`config.mk`:
```
export PLATFORM = sky130hd
export DESIGN_NAME = vec_dispatch_queue
export DESIGN_NICKNAME = d
export VERILOG_FILES = /design/src/rtl/vec_dispatch_pkg.sv /design/src/rtl/vec_dispatch_fifo.sv /design/src/rtl/vec_dispatch_queue.sv
export SDC_FILE = /design/constraint.sdc
export NUM_CORES = 1
export LEC_CHECK = 0
export CAP_MARGIN = 20
export CORE_MARGIN = 8
export CORE_UTILIZATION = 53
export CTS_CLUSTER_SIZE = 40
export DETAILED_ROUTE_END_ITERATION = 8
export GPL_ROUTABILITY_DRIVEN = 0
export PLACE_DENSITY = 0.79
export SYNTH_ARGS = -nofsm -noshare
export SYNTH_HDL_FRONTEND = slang
export SYNTH_HIERARCHICAL = 1
export SYNTH_SLANG_ARGS = --single-unit
```
`constraint.sdc`:
```
create_clock -name clk -period 5.38 [get_ports clk]
set_input_delay 1.076 -clock clk [delete_from_list [all_inputs] [get_ports clk]]
set_output_delay 1.076 -clock clk [all_outputs]
set_load 0.01 [all_outputs]
```
`src/rtl/vec_dispatch_pkg.sv`:
```
// Shared types and decode constants for the vector dispatch queue.
package vec_dispatch_pkg;

    // OP-V major opcode and the OPCFG funct3 used by vsetvli/vsetivli/vsetvl.
    localparam logic [6:0] OPC_OP_V = 7'b1010111;
    localparam logic [2:0] F3_OPCFG = 3'b111;

    // Default-width queue entry. The top level re-declares this shape with its own widths.
    typedef struct packed {
        logic [31:0] inst;
        logic [31:0] rs1;
        logic [31:0] rs2;
        logic        sync;
    } dispatch_entry_t;

    typedef enum logic {
        IDLE,
        WAIT_ACK
    } disp_state_e;

    // vset* instructions return a new vl to the scalar core, so they must serialize.
    function automatic logic is_sync_inst(input logic [6:0] opcode, input logic [2:0] funct3);
        return (opcode == OPC_OP_V) && (funct3 == F3_OPCFG);
    endfunction

endpackage

```
`src/rtl/vec_dispatch_fifo.sv`:
```
// Synchronous FIFO of dispatch entries. Push when full and pop when empty are ignored.
module vec_dispatch_fifo
    import vec_dispatch_pkg::*;
#(
    parameter int unsigned DEPTH   = 4,
    parameter type         entry_t = dispatch_entry_t
) (
    input  logic                     clk,
    input  logic                     rst,
    input  logic                     push,
    input  entry_t                   push_data,
    input  logic                     pop,
    output entry_t                   pop_data,
    output logic                     full,
    output logic                     empty,
    output logic [$clog2(DEPTH):0]   count
);

    localparam int unsigned PTR_W = $clog2(DEPTH);

    entry_t               mem [DEPTH];
    logic [PTR_W-1:0]     wr_ptr_q;
    logic [PTR_W-1:0]     rd_ptr_q;
    logic [PTR_W:0]       count_q;
    logic                 do_push;
    logic                 do_pop;

    assign full     = (count_q == (PTR_W + 1)'(DEPTH));
    assign empty    = (count_q == '0);
    assign count    = count_q;
    assign pop_data = mem[rd_ptr_q];
    assign do_push  = push && !full;
    assign do_pop   = pop && !empty;

    // Storage array; contents need no reset since count gates visibility.
    always_ff @(posedge clk) begin
        if (do_push) begin
            mem[wr_ptr_q] <= push_data;
        end
    end

    // Pointers wrap naturally because DEPTH is a power of two.
    always_ff @(posedge clk or posedge rst) begin
        if (rst) begin
            wr_ptr_q <= '0;
            rd_ptr_q <= '0;
            count_q  <= '0;
        end else begin
            if (do_push) wr_ptr_q <= wr_ptr_q + PTR_W'(1);
            if (do_pop)  rd_ptr_q <= rd_ptr_q + PTR_W'(1);
            if (do_push && !do_pop) begin
                count_q <= count_q + (PTR_W + 1)'(1);
            end else if (do_pop && !do_push) begin
                count_q <= count_q - (PTR_W + 1)'(1);
            end
        end
    end

endmodule

```
`src/rtl/vec_dispatch_queue.sv`:
```
// Vector dispatch queue: buffers scalar-forwarded vector instructions, issues them one at a
// time to the vector unit, tracks acks and returns vset* results.
// Optional macro VEC_DISPATCH_BYPASS_EN: zero-latency s_* -> v_* path when queue is empty.
module vec_dispatch_queue
    import vec_dispatch_pkg::*;
#(
    parameter int unsigned DEPTH  = 4,
    parameter int unsigned INST_W = 32,
    parameter int unsigned XLEN   = 32,
    parameter int unsigned CNT_W  = 16
) (
    input  logic              clk,
    input  logic              rst,
    input  logic              s_valid,
    input  logic [INST_W-1:0] s_inst,
    input  logic [XLEN-1:0]   s_rs1,
    input  logic [XLEN-1:0]   s_rs2,
    output logic              s_ready,
    output logic              v_valid,
    output logic [INST_W-1:0] v_inst,
    output logic [XLEN-1:0]   v_rs1,
    output logic [XLEN-1:0]   v_rs2,
    input  logic              v_ready,
    input  logic              v_ack,
    input  logic              v_error,
    input  logic [XLEN-1:0]   v_csr_out,
    output logic              wb_valid,
    output logic [XLEN-1:0]   wb_data,
    output logic              busy,
    output logic              err_sticky,
    output logic [CNT_W-1:0]  issued_cnt,
    output logic [CNT_W-1:0]  error_cnt
);

    typedef struct packed {
        logic [INST_W-1:0] inst;
        logic [XLEN-1:0]   rs1;
        logic [XLEN-1:0]   rs2;
        logic              sync;
    } entry_t;

    localparam int unsigned CNTF_W = $clog2(DEPTH) + 1;

    disp_state_e       state_q, state_d;
    logic              sync_q, sync_d;
    logic              sync_pending_q, sync_pending_d;
    logic              wb_valid_q, wb_valid_d;
    logic [XLEN-1:0]   wb_data_q, wb_data_d;
    logic              err_sticky_q, err_sticky_d;
    logic [CNT_W-1:0]  issued_cnt_q, issued_cnt_d;
    logic [CNT_W-1:0]  error_cnt_q, error_cnt_d;

    entry_t            in_entry;
    entry_t            head;
    entry_t            issue_entry;
    logic              fifo_push;
    logic              fifo_pop;
    logic              fifo_full;
    logic              fifo_empty;
    logic [CNTF_W-1:0] fifo_count;
    logic              enq;
    logic              offer;
    logic              fire;

    assign in_entry = '{inst: s_inst, rs1: s_rs1, rs2: s_rs2,
                        sync: is_sync_inst(s_inst[6:0], s_inst[14:12])};

    // Full is the registered count, so a same-cycle pop never frees a slot early.
    assign s_ready = !rst && !fifo_full && !sync_pending_q;
    assign enq     = s_valid && s_ready;

`ifdef VEC_DISPATCH_BYPASS_EN
    logic bypass;
    assign bypass      = fifo_empty && (state_q == IDLE) && enq;
    assign issue_entry = fifo_empty ? in_entry : head;
    assign offer       = (state_q == IDLE) && (!fifo_empty || bypass);
    // A bypassed entry accepted immediately never touches the FIFO.
    assign fifo_push   = enq && !(bypass && v_ready);
    assign fifo_pop    = fire && !fifo_empty;
`else
    assign issue_entry = head;
    assign offer       = (state_q == IDLE) && !fifo_empty;
    assign fifo_push   = enq;
    assign fifo_pop    = fire;
`endif

    assign fire    = offer && v_ready;
    assign v_valid = offer;
    assign v_inst  = offer ? issue_entry.inst : '0;
    assign v_rs1   = offer ? issue_entry.rs1  : '0;
    assign v_rs2   = offer ? issue_entry.rs2  : '0;

    vec_dispatch_fifo #(
        .DEPTH   (DEPTH),
        .entry_t (entry_t)
    ) u_fifo (
        .clk       (clk),
        .rst       (rst),
        .push      (fifo_push),
        .push_data (in_entry),
        .pop       (fifo_pop),
        .pop_data  (head),
        .full      (fifo_full),
        .empty     (fifo_empty),
        .count     (fifo_count)
    );

    // Issue FSM next state, sync tracking, writeback and saturating counters.
    always_comb begin
        state_d        = state_q;
        sync_d         = sync_q;
        sync_pending_d = sync_pending_q;
        wb_valid_d     = 1'b0;
        wb_data_d      = wb_data_q;
        err_sticky_d   = err_sticky_q;
        issued_cnt_d   = issued_cnt_q;
        error_cnt_d    = error_cnt_q;
        if (enq && in_entry.sync) begin
            sync_pending_d = 1'b1;
        end
        unique case (state_q)
            IDLE: begin
                if (fire) begin
                    state_d = WAIT_ACK;
                    sync_d  = issue_entry.sync;
                    if (issued_cnt_q != '1) issued_cnt_d = issued_cnt_q + CNT_W'(1);
                end
            end
            WAIT_ACK: begin
                if (v_ack) begin
                    state_d = IDLE;
                    if (v_error) begin
                        err_sticky_d = 1'b1;
                        if (error_cnt_q != '1) error_cnt_d = error_cnt_q + CNT_W'(1);
                    end
                    // Errored sync acks still return the result; the core must not hang.
                    if (sync_q) begin
                        wb_valid_d     = 1'b1;
                        wb_data_d      = v_csr_out;
                        sync_pending_d = 1'b0;
                    end
                end
            end
            default: state_d = IDLE;
        endcase
    end

    // State registers; reset drops every queued and in-flight instruction.
    always_ff @(posedge clk or posedge rst) begin
        if (rst) begin
            state_q        <= IDLE;
            sync_q         <= 1'b0;
            sync_pending_q <= 1'b0;
            wb_valid_q     <= 1'b0;
            wb_data_q      <= '0;
            err_sticky_q   <= 1'b0;
            issued_cnt_q   <= '0;
            error_cnt_q    <= '0;
        end else begin
            state_q        <= state_d;
            sync_q         <= sync_d;
            sync_pending_q <= sync_pending_d;
            wb_valid_q     <= wb_valid_d;
            wb_data_q      <= wb_data_d;
            err_sticky_q   <= err_sticky_d;
            issued_cnt_q   <= issued_cnt_d;
            error_cnt_q    <= error_cnt_d;
        end
    end

    assign wb_valid   = wb_valid_q;
    assign wb_data    = wb_data_q;
    assign err_sticky = err_sticky_q;
    assign issued_cnt = issued_cnt_q;
    assign error_cnt  = error_cnt_q;
    assign busy       = (fifo_count != '0) || (state_q == WAIT_ACK);

endmodule

```
==> impl_results.md <==
* Worst Tran Pin Value at 0.9427 ns
* Seq/Total Area, Yosys at 0.7516
* Hold Crit Start: err_sticky$_DFFE_PP0P_
* Ys async rst share at 0.1638
* VDD IR max at 0.2852 mV
* DR iter-0 viols at 603
* FILL cells at 2112
* Post-synth top area cell: edfxtp_1
* HPWL Detailed at 26320 microns
* Dominant synthesized flop cell: edfxtp_1
* Share of cells above drive strength 1 at 0.1860
* Vias in the first global route at 10.03k
* IO Pins at approximately 300
* FF+latch area at 13560 sq um
* GRT overflow at 0
* Fin. max-slew vios at 0
* R2R depth at 6
* GRT Total Usage at 0.1955
* Slew HR at 0.3715
* Crit path launch type: flop
* Setup CP Type: reg -> out
* Hold crit path type: reg -> reg
* Post-Syn Nets at 1022
* Syn Std Cell Area at around 18000 sq um
* Largest net degree at the start of global routing at 60
* Clk root buf: clkbuf_16
* Clk buf depth at 3
* Row count at 67
* Skew final at 0.01914 ns
* Post-synthesis register bit count at 464
* CP Data Required Time at about 4.3 ns
* H-tree depth at 2
* Post-layout minimum cycle time at 4.126 ns
* Crit path max fanout at 59
* Cts hold-fix bufs at 0
* Status: finished clean
* Vias per cell at 5.516
* Worst r2r src: u_fifo/count[2]$_DFFE_PP0P_
* Die height at 200.5 microns
* TNS Setup at 0 ns
* DR vias at 9333
* Synthesis-to-finish area growth at 27.79%
* Hold Violations, Final at 0
* Max-cap viol count at 0
* Multi-input gate area at 4253 sq um
* Avg Cell Area, Syn at 20.49 sq um
* Placed insts at 1606
* Num CTS Buffers at 47
* Worst setup EP type: output pin
* Nets at 1349
* Cell with the most instances after synthesis: edfxtp_1
* CTS tree: done
* Crit path DAT at approximately 3.1 ns
* WL final at 39540 microns
* Antenna violations before repair at 5
* Die W at around 200 microns
* Synth area leaders: edfxtp_1 65%, mux4_2 12%, dfrtp_1 11%, and2_1 3.5%, mux2_2 2.2%
* Initial Util at 0.5378
* Die Area at between 40000 and 50000 sq um
* Clock sink total at 464
* Core region area at 33530 sq um
* Setup Buffers After CTS at 0
* Hold Path Depth at 1
* R2r setup slk at 2.30 ns
* Gate count of the mapped netlist at 880
* WL per Instance at 23.37 microns
* Synth warnings at 6
* Worst r2r dst: u_fifo/mem[1][18]$_DFFE_PP_
* CP Launch Point: u_fifo/rd_ptr_q[1]$_DFFE_PP0P_
* IO buf count at 298
* Fmax at 242.4 MHz
* Residual DRC count at 0
* Crit share post-route at 0.7669
* Synth top area share at 0.6461
* Antenna Violating Nets Remaining at 0
* Post-synth EDFFs at slightly below 400
* Pwr Density at 517.5 nW/um^2
* First-pass GRT wire length at ~61000 microns
* Unrepaired setup endpoints after global routing: no
* Post-synthesis cell type count at 48
* CP endpoint: v_rs2[31]
* Finished Layout Cells at 1692
* Synth cell count leaders: 388 x edfxtp_1, 102 x and2_1, 97 x mux4_2
* Setup violators final at 0
* PostCTS Resize Cnt at 0
* Clock transition at path regs at 0.06 ns
* Worst skew pair latency at 0.55 ns
* Router iterations before antenna repair at 5
* Leak Pwr at 7.850 nW
==> routing by layer <==
metal  vias to the layer above  routed length, microns  GRT usage
met5                         -                      35          0
met4                         6                     837    0.06176
met3                        61                    2447    0.04841
met2                       307                   20460     0.3302
met1                      4807                   15760     0.2477
li1                       4152                       -          -
==> cell type report <==
type / count / share of cell area
multi-input cells: 369 / 0.1846
clock buffers: 59 / 0.05392
clock inverters: 25 / 0.008851
well taps: 448 / 0.02433
inverters: 8 / 0.001303
flip-flops and latches: 464 / 0.5885
repair buffers: 317 / 0.1384
diodes: 2 / 0.0002172
==> registers in the layout (all words and copies together) (netlist names) <==
register	flops
wb_data	32
wb_valid	1
u_fifo/rd_ptr_q	2
state_q	1
issued_cnt	16
sync_pending_q	1
err_sticky	1
u_fifo/mem	388
u_fifo/count	3
u_fifo/wr_ptr_q	2
sync_q	1
error_cnt	16
==> report_power, final <==
group,total [W],switching [W],internal (W)
Sequential,0.00485,0.000396,0.00445
Clock,0.00305,0.00127,0.00178
Combinational,0.00403,0.00173,0.00230
Total,0.0119,0.00340,0.00852
==> per-stage QoR <==
step                      utilization  area, sq um  setup slack (ns)  power, W  hold slack [ns]
after floorplan                     -        18030            0.7776  0.007011           0.4634
after global placement         0.6439        21590             1.382  0.008944           0.4544
after detailed placement       0.6439        21590             1.350  0.009013           0.4615
after CTS                      0.6871        23040             1.149   0.01211           0.4962
after global routing           0.6872        23040             1.051   0.01248           0.5106
final                          0.6872        23040             1.254   0.01193           0.4909
==> critical path: stages, from the launching register on <==
cell	delay [ns]
dfrtp_4	0.99
buf_12	0.34
mux4_2	0.39
and2_1	0.17
clkdlybuf4s50_1	0.50
==> cells by family after synthesis <==
group | count (synthesis) | synth area share
AOI/OAI and AO/OA | 14 | 0.005412
adders and majority gates | 8 | 0.005967
and+or+nand+nor | 180 | 0.06321
xor gates and xnor gates | 33 | 0.01603
DFF | 464 | 0.7516
muxes | 134 | 0.1443
buffers and inverters | 47 | 0.01353
==> cell usage in the layout, fill, tap and decap left out, types with 2 or more instances in the layout <==
cell type / count
o21ai_0: 2
clkinv_2: 5
ha_1: 7
o211ai_1: 2
and3_2: 2
mux4_2: 97
buf_4: 14
nand4b_1: 3
and2_1: 98
nor4_1: 8
nand2_1: 7
a21oi_1: 3
xnor2_1: 17
buf_12: 5
and4_1: 2
diode_2: 2
nor2_1: 8
clkinvlp_4: 2
and2_4: 4
dfrtp_4: 2
edfxtp_1: 388
dfrtp_1: 74
clkdlybuf4s50_1: 298
bufinv_16: 3
o2111ai_1: 4
nand2b_1: 2
clkinv_1: 13
nor3_1: 6
xor2_1: 16
nand4_1: 8
nand3_1: 12
clkbuf_16: 48
clkbuf_1: 11
mux2_2: 36
and3_1: 5
inv_1: 7
==> how the worst min path moves through the flow <==
stage                               endpoint  slack (ns)
finish                err_sticky$_DFFE_PP0P_        0.49
global route         wb_data[21]$_DFFE_PP0P_        0.51
detailed placement    err_sticky$_DFFE_PP0P_        0.46
global placement      err_sticky$_DFFE_PP0P_        0.45
CTS                   err_sticky$_DFFE_PP0P_        0.50
floorplan           sync_pending_q$_DFF_PP0_        0.46
(Power assumes the default switching activity.)
